`src/rtl/rc_envelope_vcontrol_pkg.sv`:
```
// Shared definitions for the discrete RC sound stages: envelope states,
// full-scale voltage and the Q16 RC coefficient helper.
package discrete_pkg;

    typedef enum logic [1:0] {
        IDLE      = 2'd0,
        CHARGE    = 2'd1,
        HOLD      = 2'd2,
        DISCHARGE = 2'd3
    } env_state_t;

    localparam logic [15:0] VCC_16 = 16'hFFFF;

    // K = 2^51 / (R * C * 2^35 * FS), clamped to [1, 65535]
    function automatic logic [15:0] rc_coef_q16(
        input longint unsigned r,
        input longint unsigned c_35,
        input longint unsigned fs
    );
        longint unsigned den;
        longint unsigned k;
        den = r * c_35 * fs;
        if (den == 0) begin
            return 16'hFFFF;
        end
        k = (64'd1 << 51) / den;
        if (k < 1) begin
            return 16'd1;
        end
        if (k > 65535) begin
            return 16'hFFFF;
        end
        return k[15:0];
    endfunction

endpackage

```
`src/rtl/rc_envelope_vcontrol_if.sv`:
```
// Sample strobe, trigger and control-voltage outputs of the envelope generator.
interface rc_envelope_vcontrol_if;
    logic        audio_clk_en;
    logic        trigger;
    logic [15:0] v_out;
    logic        busy;

    modport master (output audio_clk_en, output trigger, input v_out, input busy);
    modport slave  (input audio_clk_en, input trigger, output v_out, output busy);
endinterface

```
`src/rtl/rc_envelope_vcontrol_step.sv`:
```
// One exponential RC step: moves v toward VCC or ground by (span * K) >> 16,
// never stalling short of the rail and never crossing it.
module rc_exp_step
    import discrete_pkg::*;
(
    input  logic [15:0] v,
    input  logic        to_high,
    input  logic [15:0] k,
    output logic [15:0] v_next
);

    logic [15:0] span;
    logic [31:0] prod;
    logic [15:0] step;
    logic [16:0] sum;

    always_comb begin
        span = to_high ? (VCC_16 - v) : v;
        prod = 32'(span) * 32'(k);
        step = prod[31:16];
        if (step == '0 && span != '0) begin
            step = 16'd1;
        end
        sum = {1'b0, v} + {1'b0, step};
        if (to_high) begin
            v_next = sum[16] ? VCC_16 : sum[15:0];
        end else begin
            v_next = (step > v) ? '0 : (v - step);
        end
    end

endmodule

```
`src/rtl/rc_envelope_vcontrol.sv`:
```
// Charge/hold/discharge RC envelope producing the 555 VCO control voltage,
// updated once per audio sample strobe.
module rc_envelope_vcontrol
    import discrete_pkg::*;
#(
    parameter int unsigned CLOCK_RATE   = 50000000,
    parameter int unsigned SAMPLE_RATE  = 48000,
    parameter int unsigned R_CHARGE     = 10000,
    parameter int unsigned R_DISCHARGE  = 100000,
    parameter int unsigned C_35_SHIFTED = 343597,
    parameter int unsigned V_THRESHOLD  = 43690,
    parameter int unsigned HOLD_SAMPLES = 4800
) (
    input  logic                   clk,
    input  logic                   reset_n,
    rc_envelope_vcontrol_if.slave  env
);

    // Strobes cannot outpace the system clock, so the effective rate is capped there.
    localparam int unsigned FS = (SAMPLE_RATE <= CLOCK_RATE) ? SAMPLE_RATE : CLOCK_RATE;
    localparam logic [15:0] K_CH   = rc_coef_q16(R_CHARGE, C_35_SHIFTED, FS);
    localparam logic [15:0] K_DIS  = rc_coef_q16(R_DISCHARGE, C_35_SHIFTED, FS);
    localparam logic [15:0] V_TH   = 16'(V_THRESHOLD);
    localparam logic [15:0] HOLD_N = 16'(HOLD_SAMPLES);

    env_state_t  state, state_next;
    logic [15:0] v_q, v_next, v_step;
    logic [15:0] hold_cnt, hold_next;
    logic        trig_d, armed, busy_q;
    logic        trig_edge, use_charge;

    // armed blocks a trigger held high through reset from counting as an edge
    assign trig_edge  = env.trigger & ~trig_d & armed;
    assign use_charge = trig_edge | (state == CHARGE);

    rc_exp_step u_step (
        .v       (v_q),
        .to_high (use_charge),
        .k       (use_charge ? K_CH : K_DIS),
        .v_next  (v_step)
    );

    always_comb begin
        state_next = state;
        v_next     = v_q;
        hold_next  = hold_cnt;
        if (trig_edge || (env.audio_clk_en && state == CHARGE)) begin
            state_next = CHARGE;
            if (env.audio_clk_en) begin
                v_next = v_step;
                if (v_step >= V_TH) begin
                    state_next = HOLD;
                    hold_next  = HOLD_N;
                end
            end
        end else if (env.audio_clk_en) begin
            case (state)
                HOLD: begin
                    if (hold_cnt == '0) begin
                        state_next = DISCHARGE;
                    end else begin
                        hold_next = hold_cnt - 16'd1;
                    end
                end
                DISCHARGE: begin
                    v_next = v_step;
                    if (v_step == '0) begin
                        state_next = IDLE;
                    end
                end
                default: ;
            endcase
        end
    end

    always_ff @(posedge clk or negedge reset_n) begin
        if (!reset_n) begin
            state    <= IDLE;
            v_q      <= '0;
            hold_cnt <= '0;
            trig_d   <= 1'b0;
            armed    <= 1'b0;
            busy_q   <= 1'b0;
        end else begin
            state    <= state_next;
            v_q      <= v_next;
            hold_cnt <= hold_next;
            trig_d   <= env.trigger;
            armed    <= armed | ~env.trigger;
            busy_q   <= (state_next != IDLE);
        end
    end

    assign env.v_out = v_q;
    assign env.busy  = busy_q;

endmodule

```
`src/flat_wrapper.sv`:
```
// flat-port wrapper written by rule: the top's interface ports become plain ports
module rc_envelope_vcontrol_flat import discrete_pkg::*;
#(
    parameter int unsigned CLOCK_RATE   = 50000000,
    parameter int unsigned SAMPLE_RATE  = 48000,
    parameter int unsigned R_CHARGE     = 10000,
    parameter int unsigned R_DISCHARGE  = 100000,
    parameter int unsigned C_35_SHIFTED = 343597,
    parameter int unsigned V_THRESHOLD  = 43690,
    parameter int unsigned HOLD_SAMPLES = 4800
)
  (clk, reset_n, env_audio_clk_en, env_trigger, env_v_out, env_busy);
  rc_envelope_vcontrol_if env_i ();
  input  logic clk;
  input  logic reset_n;
  input wire logic [$bits(env_i.audio_clk_en)-1:0] env_audio_clk_en;
  input wire logic [$bits(env_i.trigger)-1:0] env_trigger;
  output wire logic [$bits(env_i.v_out)-1:0] env_v_out;
  output wire logic [$bits(env_i.busy)-1:0] env_busy;
  assign env_i.audio_clk_en = env_audio_clk_en;
  assign env_i.trigger = env_trigger;
  assign env_v_out = env_i.v_out;
  assign env_busy = env_i.busy;
  rc_envelope_vcontrol #(.CLOCK_RATE(CLOCK_RATE), .SAMPLE_RATE(SAMPLE_RATE), .R_CHARGE(R_CHARGE), .R_DISCHARGE(R_DISCHARGE), .C_35_SHIFTED(C_35_SHIFTED), .V_THRESHOLD(V_THRESHOLD), .HOLD_SAMPLES(HOLD_SAMPLES)) u_core (.clk(clk), .reset_n(reset_n), .env(env_i));
endmodule
```
`config.mk`:
```
export PLATFORM = sky130hd
export DESIGN_NAME = rc_envelope_vcontrol_flat
export DESIGN_NICKNAME = d
export VERILOG_FILES = /design/src/rtl/rc_envelope_vcontrol_pkg.sv /design/src/rtl/rc_envelope_vcontrol_if.sv /design/src/rtl/rc_envelope_vcontrol_step.sv /design/src/rtl/rc_envelope_vcontrol.sv /design/src/flat_wrapper.sv
export SDC_FILE = /design/constraint.sdc
export NUM_CORES = 1
export LEC_CHECK = 0
export ABC_AREA = 1
export CAP_MARGIN = 20
export CORE_ASPECT_RATIO = 1.4
export CORE_MARGIN = 3
export CORE_UTILIZATION = 45
export CTS_BUF_LIST = sky130_fd_sc_hd__clkbuf_2
export DETAILED_ROUTE_END_ITERATION = 16
export HOLD_SLACK_MARGIN = 0.08
export PLACE_DENSITY = 0.67
export SETUP_SLACK_MARGIN = 0.05
export SKIP_LAST_GASP = 1
export SLEW_MARGIN = 20
export SYNTH_ARGS = -nofsm -noshare
export SYNTH_HDL_FRONTEND = slang
export SYNTH_SLANG_ARGS = --single-unit
export TNS_END_PERCENT = 1
```
`constraint.sdc`:
```
create_clock -name clk -period 16.4 [get_ports clk]
set_input_delay 3.28 -clock clk [delete_from_list [all_inputs] [get_ports clk]]
set_output_delay 3.28 -clock clk [all_outputs]
set_load 0.01 [all_outputs]
```
==> results.md <==
* Core area at 10600 µm²
* Critical Path Most Common Cell: nand2_1
* Slew Viols, Final at 0
* Worst slew pin tran at 0.870 ns
* Critical Path RT at ~17 ns
* Die ar. at 12400 µm²
* Worst-path clk slew at 0.20 ns
* Vias at 4897
* Worst path slowest cell: fa_1
* Hold Crit Start: u_core.armed
* First-pass GRT wire length at 24.2 mm
* Simple-gate area share of the yosys netlist at 0.395
* Hold Crit Depth at 1
* Layout cells sized above 1 at 0.0709
* CP Max Fanout at 45
* Layout Nets at 840
* Synth top area cells: dfrtp_1 19%, nand2_1 16%, ha_1 15%
* Worst-Skew Late Latency at 0.42 ns
* Commonest cells after routing, fill and taps aside: 209 x nand2_1, 87 x inv_1, 87 x nand3_1, 76 x nor2_1, 61 x ha_1
* Worst Hold Class: reg2reg
* Post-CTS Hold Buffers at 0
* CTS tree: done
* Status: completed
* Clk buf depth at 2
* Final setup margin at 6.67 ns
* Largest net degree at the start of global routing at 46
* Drc violations at 0
* Place WS at 6.30 ns
* Final-report hold violation count at 0
* Critical path arrival at 10.05 ns
* Sequential share of the synthesized area at 0.186
* DR pass1 iterations at 6
* Final worst path period share at 0.593
* Synthesized instance count at 746
* Layout area overhead at 6.74%
* Drt wl/cell at 16.4 µm
* Die width at roughly 95 µm
* Row count at 44
* Xor and xnor area share after synthesis at 0.0475
* Via density at 5.44
* Hold WS at 0.497 ns
* Post-route cell area at 5310 µm²
* Crit path largest cell delay at about 0.54 ns
* Clk root buf: clkbuf_2
* Largest family of logic cells by synthesized area: simple AND/OR/NAND/NOR gates
* Die height at 130 µm
* Top-Level Pins at 21
* R2R setup slack at 9.63 ns
* Synth top area share at 0.186
* DP HPWL at ~12 mm
* Worst flop-to-flop path startpoint: u_core.trig_d
* Post-layout min period at between 9 and 10 ns
* Compound-gate portion of the synthesized area at 0.0649
* # resized after CTS at 0
* Critical path endpoint: u_core.hold_cnt[2]
* Post-Syn Area per Cell at 6.67 µm²
* Reg2Reg Capture Point: u_core.hold_cnt[2]
* Setup Skew at about 0.020 ns
* Max-Cap Viols at 0
* DRT Wirelength at approximately 15 mm
* Worst rel slew slack at 0.420
* Synthesized cell area at 4970 µm²
* # fillers at 1120
* Crit Path Category: in2reg
* Tot GR Track Use at 0.251
* ANT nets after route at 0
* Clock Sinks at 37
* RSZ-0062 raised after global routing: false
* Iter 0 DRT Violations at 248
* Yosys warnings at 0
* Via count of the first global-routing pass at between 5000 and 6000
* Post-synthesis net count at 825
* Worst setup path startpoint: env_trigger
* Proportion of synthesized area in mux cells at 0
* Final setup viols at 0
* Yosys cell types at 41
* Ant. Diodes at 0
* CTS Buf Count at 5
* Routability cong. at 0.984
* Placed Area at 5270 µm²
* Most common cell after layout, fill and taps aside: nand2_1
* Post-Synth Adder-Cell Area at 0.210
* Initial Util at 0.471
* Initial antenna violation count at 0
* Htree depth at 2
* CP endpoint kind: register
* Startpoint Class: input pin
* Fmax at 103 MHz
* Total gr overflow at 0
* I/O Buffers at 20
* Flops & latches, synth at 37
* Cells on worst reg2reg path at 33
* Post-CTS Setup Bufs at 0
* Synth area leader: dfrtp_1
* Sum of negative setup slack at 0 ns
==> state kept, by name, summed over array words and instances (netlist names) <==
name and count:
u_core.armed 1, u_core.hold_cnt 16, u_core.state 2, u_core.trig_d 1, u_core.env.busy 1, u_core.env.v_out 16
==> metal layers <==
layer	GRT usage	vias to the layer above	wire length, µm	part of all wire
met5	0	-	0	0
met3	0.0263	32	387	0.026
li1	-	2439	-	-
met1	0.269	2315	5780	0.39
met2	0.487	111	8050	0.55
met4	0.111	0	539	0.037
==> stage by stage <==
stage,utilization,instances
CTS,0.502,900
finish,0.502,900
detailed placement,0.498,892
global route,0.502,900
global placement,0.498,892
floorplan,-,746
==> cell usage after synthesis, drive strengths merged <==
master / count
a21boi: 1
o21a: 1
o21ai: 26
dfrtp: 37
o221ai: 1
nand2: 219
nand3b: 6
clkbuf: 4
ha: 61
buf: 12
nor4: 1
o41ai: 1
clkinv: 2
xor2: 10
nor2: 81
a21oi: 26
nor3: 5
nand4: 25
fa: 14
nand3: 93
inv: 96
o21bai: 2
xnor2: 17
or2: 5
==> critical path, delay by kind of cell <==
kind,cells,cell delay (ns)
XOR/XNOR,1,0.11
AND/OR/NAND/NOR,21,3.00
buffers and inverters,4,1.02
adder cells (fa/ha/maj),5,1.83
AO/OA/AOI/OAI,4,0.76
==> kinds of logic (layout without fill, tap and decap cells) <==
kind of cell	after synthesis	count (layout)
and+or+nand+nor	435	435
buffers and inverters	114	130
adders and majority gates	75	75
AOI/OAI and AO/OA	58	58
DFF	37	37
xor gates and xnor gates	27	27
==> area by class of cell <==
class,count,area (µm²),share of cell area
inverter,98,372,0.0700
clock inverter,2,10.0,0.00189
sequential,37,926,0.174
timing repair buffer,24,225,0.0424
tap,138,173,0.0325
clock buffer,6,30.0,0.00566
multi-input combinational,595,3570,0.673
==> worst min path at each step <==
| stage | end | slack, ns |
|---|---|---|
| after global placement | u_core.armed | 0.46 |
| final | u_core.armed | 0.50 |
| after global routing | u_core.armed | 0.50 |
| after CTS | u_core.armed | 0.50 |
| after floorplan | u_core.armed | 0.44 |
| after detailed placement | u_core.armed | 0.46 |
Power is left out: the tool's default activity adds up to more than one toggle a clock period on the data nets, which glitch-free logic cannot reach.
